## src/rtl/pipe_pkg.sv

```systemverilog
// Shared types for the pipeline hazard controller: FSM states, the x0 register
// constant, and the per-stage enable/flush bundle with its canned settings.
package pipe_pkg;

    typedef enum logic [1:0] {
        ST_RUN      = 2'd0,
        ST_MEM_WAIT = 2'd1,
        ST_MD_WAIT  = 2'd2
    } state_e;

    localparam logic [4:0] REG_ZERO = 5'd0;

    typedef struct packed {
        logic pc_en;
        logic if_id_en;
        logic if_id_flush;
        logic id_ex_en;
        logic id_ex_flush;
        logic ex_mem_en;
        logic ex_mem_flush;
        logic mem_wb_flush;
        logic md_start;
    } ctrl_t;

    // Field order: pc_en if_id_en if_id_flush id_ex_en id_ex_flush ex_mem_en ex_mem_flush mem_wb_flush md_start
    localparam ctrl_t CTRL_RUN      = ctrl_t'(9'b1_1_0_1_0_1_0_0_0);
    localparam ctrl_t CTRL_RESET    = ctrl_t'(9'b0_0_1_0_1_0_1_1_0);
    localparam ctrl_t CTRL_FREEZE   = ctrl_t'(9'b0_0_0_0_0_0_0_1_0);
    localparam ctrl_t CTRL_MD_START = ctrl_t'(9'b0_0_0_0_0_1_1_0_1);
    localparam ctrl_t CTRL_MD_HOLD  = ctrl_t'(9'b0_0_0_0_0_1_1_0_0);

    // Branch squashes the ID instruction, so it takes precedence over load-use.
    function automatic ctrl_t apply_id_hazards(input ctrl_t base, input logic branch,
                                               input logic load_use);
        ctrl_t r;
        r = base;
        if (branch) begin
            r.if_id_flush = 1'b1;
            r.id_ex_flush = 1'b1;
        end else if (load_use) begin
            r.pc_en       = 1'b0;
            r.if_id_en    = 1'b0;
            r.id_ex_flush = 1'b1;
        end
        return r;
    endfunction

endpackage

```

## src/rtl/md_watchdog.sv

```systemverilog
// Mul/div wait-time watchdog: counts cycles while a mul/div is outstanding and
// raises a sticky error when MD_TIMEOUT cycles pass without a done.
module md_watchdog #(
    parameter int unsigned MD_TIMEOUT = 64
) (
    input  logic clk,
    input  logic rst,
    input  logic clear,
    input  logic run,
    input  logic done,
    output logic expire,
    output logic md_err
);

    localparam int unsigned TW = (MD_TIMEOUT > 2) ? $clog2(MD_TIMEOUT) : 1;
    localparam logic [TW-1:0] LAST = TW'(MD_TIMEOUT - 1);

    logic [TW-1:0] timer_q, timer_d;
    logic          md_err_q, md_err_d;

    // Timer saturates at LAST so a memory stall during expiry keeps it asserted.
    always_comb begin
        timer_d = timer_q;
        if (clear) begin
            timer_d = '0;
        end else if (run && (timer_q != LAST)) begin
            timer_d = timer_q + TW'(1);
        end
        expire   = run && !done && (timer_q == LAST);
        md_err_d = md_err_q | expire;
    end

    always_ff @(posedge clk or posedge rst) begin
        if (rst) begin
            timer_q  <= '0;
            md_err_q <= 1'b0;
        end else begin
            timer_q  <= timer_d;
            md_err_q <= md_err_d;
        end
    end

    assign md_err = md_err_q;

endmodule

```

## src/rtl/pipeline_ctrl.sv

```systemverilog
// Hazard/sequencing controller for the 5-stage pipeline: load-use stalls, branch
// flushes, data-memory waits and mul/div handshake. PERF_CNT_EN adds stall_cnt.
module pipeline_ctrl
    import pipe_pkg::*;
#(
    parameter int unsigned MD_TIMEOUT = 64
`ifdef PERF_CNT_EN
    ,
    parameter int unsigned CNT_W = 32
`endif
) (
    input  logic       clk,
    input  logic       rst,
    input  logic [4:0] rs1_id,
    input  logic [4:0] rs2_id,
    input  logic [4:0] rd_ex,
    input  logic       MemRd_ex,
    input  logic       md_op_ex,
    input  logic       branch_taken_ex,
    input  logic       md_done,
    input  logic       mem_req_me,
    input  logic       dmem_ready,
    output logic       pc_en,
    output logic       if_id_en,
    output logic       if_id_flush,
    output logic       id_ex_en,
    output logic       id_ex_flush,
    output logic       ex_mem_en,
    output logic       ex_mem_flush,
    output logic       mem_wb_flush,
    output logic       md_start,
    output logic       md_err,
    output logic [1:0] state
`ifdef PERF_CNT_EN
    ,
    output logic [CNT_W-1:0] stall_cnt
`endif
);

    state_e state_q, state_d;
    logic   md_pend_q, md_pend_d;
    ctrl_t  ctrl;
    logic   mem_stall, load_use, done_any;
    logic   wd_clear, wd_run, wd_expire;

    assign mem_stall = mem_req_me & ~dmem_ready;
    assign load_use  = MemRd_ex & (rd_ex != REG_ZERO) & ((rd_ex == rs1_id) | (rd_ex == rs2_id));
    assign done_any  = md_done | md_pend_q;
    assign wd_run    = (state_q == ST_MD_WAIT);

    md_watchdog #(.MD_TIMEOUT(MD_TIMEOUT)) u_wd (
        .clk    (clk),
        .rst    (rst),
        .clear  (wd_clear),
        .run    (wd_run),
        .done   (done_any),
        .expire (wd_expire),
        .md_err (md_err)
    );

    always_comb begin
        ctrl      = CTRL_RUN;
        state_d   = state_q;
        md_pend_d = md_pend_q;
        wd_clear  = 1'b0;
        unique case (state_q)
            // MEM_WAIT release re-runs the RUN rules, so both states share them.
            ST_RUN, ST_MEM_WAIT: begin
                if (mem_stall) begin
                    ctrl    = CTRL_FREEZE;
                    state_d = ST_MEM_WAIT;
                end else if (md_op_ex) begin
                    ctrl      = CTRL_MD_START;
                    wd_clear  = 1'b1;
                    md_pend_d = 1'b0;
                    state_d   = ST_MD_WAIT;
                end else begin
                    ctrl    = apply_id_hazards(CTRL_RUN, branch_taken_ex, load_use);
                    state_d = ST_RUN;
                end
            end
            ST_MD_WAIT: begin
                if (mem_stall) begin
                    ctrl      = CTRL_FREEZE;
                    md_pend_d = md_pend_q | md_done;
                end else if (done_any || wd_expire) begin
                    ctrl      = apply_id_hazards(CTRL_RUN, branch_taken_ex, load_use);
                    md_pend_d = 1'b0;
                    state_d   = ST_RUN;
                end else begin
                    ctrl = CTRL_MD_HOLD;
                end
            end
            default: state_d = ST_RUN;
        endcase
        if (rst) begin
            ctrl = CTRL_RESET;
        end
    end

    always_ff @(posedge clk or posedge rst) begin
        if (rst) begin
            state_q   <= ST_RUN;
            md_pend_q <= 1'b0;
        end else begin
            state_q   <= state_d;
            md_pend_q <= md_pend_d;
        end
    end

    assign pc_en        = ctrl.pc_en;
    assign if_id_en     = ctrl.if_id_en;
    assign if_id_flush  = ctrl.if_id_flush;
    assign id_ex_en     = ctrl.id_ex_en;
    assign id_ex_flush  = ctrl.id_ex_flush;
    assign ex_mem_en    = ctrl.ex_mem_en;
    assign ex_mem_flush = ctrl.ex_mem_flush;
    assign mem_wb_flush = ctrl.mem_wb_flush;
    assign md_start     = ctrl.md_start;
    assign state        = state_q;

`ifdef PERF_CNT_EN
    logic [CNT_W-1:0] stall_cnt_q, stall_cnt_d;

    always_comb begin
        stall_cnt_d = stall_cnt_q;
        if (!ctrl.pc_en && (stall_cnt_q != '1)) begin
            stall_cnt_d = stall_cnt_q + CNT_W'(1);
        end
    end

    always_ff @(posedge clk or posedge rst) begin
        if (rst) begin
            stall_cnt_q <= '0;
        end else begin
            stall_cnt_q <= stall_cnt_d;
        end
    end

    assign stall_cnt = stall_cnt_q;
`endif

endmodule

```

## config.mk

```make
export PLATFORM = sky130hd
export DESIGN_NAME = pipeline_ctrl
export DESIGN_NICKNAME = d
export VERILOG_FILES = /design/src/rtl/pipe_pkg.sv /design/src/rtl/md_watchdog.sv /design/src/rtl/pipeline_ctrl.sv
export SDC_FILE = /design/constraint.sdc
export NUM_CORES = 1
export LEC_CHECK = 0
export CAP_MARGIN = 20
export CELL_PAD_IN_SITES_DETAIL_PLACEMENT = 0
export CELL_PAD_IN_SITES_GLOBAL_PLACEMENT = 1
export CORE_ASPECT_RATIO = 1.4
export CORE_MARGIN = 2
export CORE_UTILIZATION = 28
export DETAILED_ROUTE_END_ITERATION = 16
export PLACE_DENSITY = 0.88
export SLEW_MARGIN = 40
export SYNTH_ARGS = -nofsm -noshare
export SYNTH_HDL_FRONTEND = slang
export SYNTH_SLANG_ARGS = --single-unit
```

## constraint.sdc

```tcl
create_clock -name clk -period 1.84 [get_ports clk]
set_clock_uncertainty 0.05 [all_clocks]
set_input_delay 0.276 -clock clk [delete_from_list [all_inputs] [get_ports clk]]
set_output_delay 0.276 -clock clk [all_outputs]
set_load 0.01 [all_outputs]
```

==> impl_metrics.tcl <==
set metrics [dict create \
    io_buffers 34 \
    setup_slack_ps -148 \
    wl_per_cell_um 13.9 \
    grt_max_degree 11 \
    cp_data_required_time_ps 1510 \
    hold_path_class "input pin to async pin" \
    syn_nets 112 \
    path_cells "ha_4, nand3_4, nor3_4, buf_4, o21a_1, o221a_1, buf_2" \
    fin_crit_ps 1990 \
    drt_iter0_markers 15 \
    ctsHoldBuffers 0 \
    synth_flop_cell "dfrtp_1" \
    maxCapViolCount 0 \
    clk_pin_slew_worst_paths_ps 70 \
    ys_top_cells_by_area "dfrtp_1, xor2_1, nor2_1, o21ai_0, and2_1" \
    vias 915 \
    cp_slowest_stage_delay_ps 410 \
    utilization_pct 54.4 \
    cts_tree "done" \
    maxSlewViolCount 0 \
    crit_buf_inv 2 \
    synth_edf_count 0 \
    first_pass_iters 4 \
    crit_arrival_ps 1660 \
    slowest_stage "dfrtp_1" \
    placedCellCount 178 \
    ys_ff_latch 10 \
    run_status "finished, violations left" \
    end_kind "output port" \
    setup_viol_count_final 3 \
    tightest_slew_ps 224 \
    antenna_found_initial 0 \
    timing.fmax_mhz 503 \
    ant_nets 0 \
    clockBufferDepth 2 \
    stdcell_count 187 \
    num_rows 22 \
    synth_cell_type_count 38 \
    place_hpwl_mm 1.95 \
    drc 0 \
    die_area_um2 3150 \
    start_util_pct 29.0 \
    leakagePower_nw 0.690 \
    drive_gt1_share_pct 41.1 \
    via_per_inst 4.89 \
    syn_avg_cell_area_um2 8.63 \
    syn-cell-area_um2 759 \
    power.density_nw_per_um2 688 \
    hold_viol_final 0 \
    whs_ps 440 \
    gr-usage-all-layers_pct 16.3 \
    nFillCells 253 \
    max-slew-margin-rel_pct 85.0 \
    fin_nets 176 \
    path_delay_family "compound AO/OA/AOI/OAI gates" \
    syn_inst 88 \
    overflow 0 \
    cp_max_fo 2 \
    clk_latency_ps 270 \
    fin_tns_setup_ps -404 \
    globalplace.congestion 0.836 \
    synth.top_cell.area_share_pct 32.9 \
    area_growth_pct 87.1 \
    clock-sinks 10 \
    violations "setup timing" \
    diodes 0 \
    cts_inserted_buffers 3 \
    rsz0062_at_grt "yes" \
    period_share_pct 108 \
    die_x_um 48.0 \
    post-place-ws_ps -808 \
    ctsHtreeMaxLevel 1 \
    core-area_um2 2620 \
    synthArstFlopShare_pct 100 \
    wl_mm 2.59 \
    worstSetupStartpointType "flop" \
    yosysSeqAreaShare_pct 32.9 \
    crit_type "flop to output port" \
    grt_pass1_vias 940 \
    cts_root_buffer "clkbuf_4" \
    dieHeight_um 65.6 \
    ir_worst_vdd_mv 0.587 \
    ys_warn_count 0 \
    synth_area_leader_cell "dfrtp_1" \
    reg2reg_slack_ps 190 \
    grt_pass1_wl_mm 3.75 \
    ios 35 \
]
worst paths after layout:
kind,start,endpoint,cells past startpoint
worst max-delay path,u_wd.timer_q[0],pc_en,7
worst min-delay path,rst,state[0],3
worst max register to register,state[1],u_wd.timer_q[5],7
worst min register to register,u_wd.md_err,u_wd.md_err,1
max in group asynchronous,rst,state[1],3
min in group clk,u_wd.md_err,u_wd.md_err,1
final cells by class:
type,count,area (um^2),area share (%)
multi-input combinational,71,574,40.4
clock buffer,4,36.3,2.55
inverter,4,15.0,1.06
tap,36,45.0,3.17
sequential,10,251,17.7
timing repair buffer,62,499,35.1
state kept, by name (all words and copies together) (netlist names):
signal	cells
state	2
md_pend_q	1
u_wd.md_err	1
u_wd.timer_q	6
logic make-up (layout without fill, tap and decap cells):
kind of cell	count (synthesis)	in the layout	synth area share, %
xor gates and xnor gates	14	14	16.1
adders and majority gates	1	1	1.65
buffers and inverters	7	70	4.12
AOI/OAI and AO/OA	23	23	21.7
DFF	10	10	32.9
and+or+nand+nor	32	32	22.1
muxes	1	1	1.32
stage by stage:
step           instance area (um^2)  total power [mW]
6_report                       1420             0.977
5_1_grt                        1420              1.05
4_1_cts                        1350             0.923
3_5_place_dp                   1310             0.724
3_3_place_gp                   1310             0.710
2_1_floorplan                   764             0.473
worst reg2reg max path: cells and delay by family, from the launching register on:
kind            cells  cell delay, ps
buf+inv             4             520
flops               1             460
compound gates      2             270
simple gates        1             240
repair_timing:
action	4_1_cts	5_1_grt
resized for setup	44	27
buffers inserted	2	3
pin swaps	12	5
setup endpoints to repair	9	9
endpoints found under the hold margin	0	0
per-layer routing:
| layer | track usage [%] | wire length [um] | vias to the layer above |
|---|---|---|---|
| met4 | 7.09 | 80 | 0 |
| met2 | 31.3 | 1440 | 39 |
| met5 | 0 | 0 | - |
| met3 | 3.85 | 248 | 8 |
| li1 | - | - | 444 |
| met1 | 14.5 | 825 | 424 |
report_power, final:
part | total, mW | leakage, nW | switching (mW) | internal (mW)
Combinational | 0.481 | 0.536 | 0.209 | 0.273
Clock | 0.196 | 0.0210 | 0.0760 | 0.120
Sequential | 0.300 | 0.133 | 0.0396 | 0.260
cells in the mapped netlist (all sizes together), types with 2 or more instances:
master and number:
nor2 11, o21a 2, nor3 3, o21ai 7, dfrtp 10, nand2 5
xor2 13, buf 2, and2 3, nand3 2, inv 4, nand2b 2
o211ai 2
cell usage in the layout, fill, tap and decap left out, drive strengths merged:
master	netlist	layout
a41o	1	1
xor2	13	13
o21a	2	2
dlymetal6s2s	0	1
clkbuf	1	6
a21oi	1	1
a22oi	1	1
nand2	5	5
and2b	1	1
a21o	1	1
mux2i	1	1
a311oi	1	1
and2	3	3
nor3	3	3
o211a	1	1
o21ai	7	7
clkdlybuf4s50	0	19
nand3	2	2
o211ai	2	2
or4	1	1
dlygate4sd2	0	2
buf	2	37
inv	4	4
o221a	1	1
xnor2	1	1
ha	1	1
o31ai	1	1
dfrtp	10	10
a31o	1	1
nand2b	2	2
and3	1	1
nor3b	1	1
clkdlybuf4s15	0	1
o22ai	1	1
o221ai	1	1
nor2b	1	1
a22o	1	1
nor2	11	11
nand4	1	1
Note: power is estimated with default switching activity, not from simulation.
==> variant (config.mk and constraints unchanged) <==
Change the package constant `REG_ZERO` from 5'd0 to 5'd1.
--- a/src/rtl/pipe_pkg.sv
+++ b/src/rtl/pipe_pkg.sv
@@ -10,3 +10,3 @@
 
-    localparam logic [4:0] REG_ZERO = 5'd0;
+    localparam logic [4:0] REG_ZERO = 5'd1;
 
Behaviour: not the same (a bounded check fails within 4 cycles, from zero or initial values and one cycle with rst high).
==> variant against the unedited design <==
- power grew 2.9%
- count of clock-buffer cells in the layout stayed put
- global-route usage is 1.9 points higher
- synthesized area increased by 0.99%
- critical path type is now in -> out
- register-to-register slack better by 0.11 ns
- the flow still finishes with violations (negative setup slack)
- first-iteration DRC count stayed put
- largest power group unchanged
- setup slack gained 0.0014 ns
- final area rose by 3.2%
- sequential cell count is the same
- non-clock buffer count increased by 5
- wire length increased by 2.0%
- critical endpoint is now if_id_en
- sequential share of layout area shrank 0.54 points
==> variant: results (changes against the unedited design) <==
stage;metric;value;unit;change
grt;grt_pass1_wl;4.140;mm;+10%
power;total_switching_power;0.3306;mW;+2.0%
synth;synthesis.area_per_instance;8.618;um2;-0.15%
synth;synthDistinctLibCells;34;;-11%
placement;post-place-ws;-0.6492;ns;+0.1591 ns
setup_path;worst_setup_path_startpoint;md_op_ex;;
routing;first_pass_iteration_count_of_the_detailed_router;4;;unchanged
setup_path;cp_top_family;buffers and inverters;;
sta;worst_slew_margin_rel;84.22;%;-0.76 points
synth;synth.yosys.warnings;0;;unchanged
routing;initialDrtViolationCount;15;;unchanged
cts;clk_transition_reported_paths;0.07;ns;about the same
synth;ys_seq_area_share;32.63;%;-0.32 points
placement;gpl.final_weighted_congestion;0.7731;;-7.6%
setup_path;crit_path_max_cell_delay;0.43;ns;+0.02 ns
power;power.ir.vdd_worst;0.0005932;V;+1.1%
cts;cts_buffers;3;;unchanged
synth;netlist_top_cells_area;dfrtp_1, xor2_1, nor2_1, nand2_1, nand2b_1;;
layout;final_net_count;184;;+4.5%
synth;yosys-top-cells-count;xor2_1, nor2_1, dfrtp_1;;
routing;avgRoutedWirePerCell;13.56;um;-2.2%
placement;dp_hpwl;2.104;mm;+8.1%
sta;finalSetupTns;-0.4844;ns;-0.08093 ns
setup_path;critical_path.slowest_cell;clkdlybuf4s50_1;;
min_path;min-delay-path-class;reg -> reg;;
grt;grt_util_all_layers;18.21;%;+1.9 points
run_status;failed_checks;negative setup slack;;
routing;route.detailed.drc;0;;unchanged
run_status;status;finished, violations left;;
sta;hold_ws;0.4203;ns;-0.01933 ns
layout;instances_no_fill;195;;+4.3%
sta;final_period_minus_worst_setup_slack;1.987;ns;-0.001425 ns
setup_path;critical_path.reg2reg.startpoint;state[1];;
cts;clk-insertion-delay-late;0.26;ns;
min_path;hold_critical_path_depth;1;;
placement;number_of_placed_cells_counting_well_taps;190;;+6.7%
routing;detailroute.wirelength.met2;1.510;mm;+4.9%
routing;route.layer.met1.wl;937;um;+14%
setup_path;reg2reg_to;u_wd.timer_q[5];;
grt;number_of_antenna_violations_at_the_first_check_in_global_routing;0;;unchanged
layout;n_fill_cell;256;;+1.2%
min_path;min_from;u_wd.md_err;;
synth;synthesis.nets;113;;+0.89%
routing;detailroute.wirelength.met3;189;um;-24%
grt;via_count_of_the_first_global_routing_pass;967;;+2.9%
layout;largest_reg_flops;6;;unchanged
power;static-leakage-power;0.7103;nW;+2.9%
layout;final_layout_size_suffix_gt1_share;37.11;%;-4.0 points
routing;routed_via_density;4.759;;-2.7%
setup_path;reg2reg_depth;7;;unchanged
sta;final_critical_path_setup_slack;-0.1465;ns;+0.001425 ns
sta;setup-violations-final;4;;+1
setup_path;crit_fanout;3;;+1
setup_path;r2r_slack;0.30;ns;+0.11 ns
layout;max_flop_register;u_wd.timer_q;;
synth;synthArstFlopShare;100.0;%;unchanged
-- variant: worst max path at each step --
stage / end
after floorplan: pc_en
after global placement: if_id_en
after detailed placement: if_id_en
after CTS: if_id_en
after global routing: pc_en
final: if_id_en
-- variant: power groups by stage --
stage          Combinational [mW]  Sequential, mW  Clock (mW)
3_3_place_gp                0.461           0.288           0
3_5_place_dp                0.479           0.290           0
5_1_grt                     0.563           0.304       0.209
2_1_floorplan               0.185           0.303           0
4_1_cts                     0.500           0.297       0.201
6_report                    0.509           0.299       0.197
-- variant: layer usage --
metal / up-vias / track usage, %
li1: 454 / -
met1: 434 / 17.43
met2: 36 / 35.36
met3: 4 / 3.005
met4: 0 / 6.081
met5: - / 0
-- variant: stage by stage --
| step | cell area [um2] | power (mW) |
|---|---|---|
| 3_3_place_gp | 1405 | 0.7494 |
| 5_1_grt | 1466 | 1.076 |
| 4_1_cts | 1459 | 0.9978 |
| 6_report | 1466 | 1.006 |
| 3_5_place_dp | 1405 | 0.7689 |
| 2_1_floorplan | 790.8 | 0.4875 |
-- variant: final cells by class --
class	count	area, um2	share of cell area, %
clock buffers	4	36.28	2.474
inverters	2	7.507	0.5119
multi-input cells	76	578.1	39.42
flip-flops and latches	10	251.5	17.15
well taps	36	45.04	3.072
repair buffers	67	548.0	37.37
-- variant: repair_timing --
action                                  CTS  global route
endpoints found under the hold margin     0             0
setup buffers                             1             1
endpoints found under the setup margin    9             7
pin swaps                                 8             4
resized for setup                        42            11
-- variant: cell families after synthesis --
kind of cell / after synthesis / share of synthesized area [%]
AOI/OAI and AO/OA: 18 / 18.43
DFF: 10 / 32.63
muxes: 1 / 1.305
and+or+nand+nor: 41 / 26.92
xor gates and xnor gates: 15 / 17.13
buffers and inverters: 3 / 1.958
adders and majority gates: 1 / 1.631
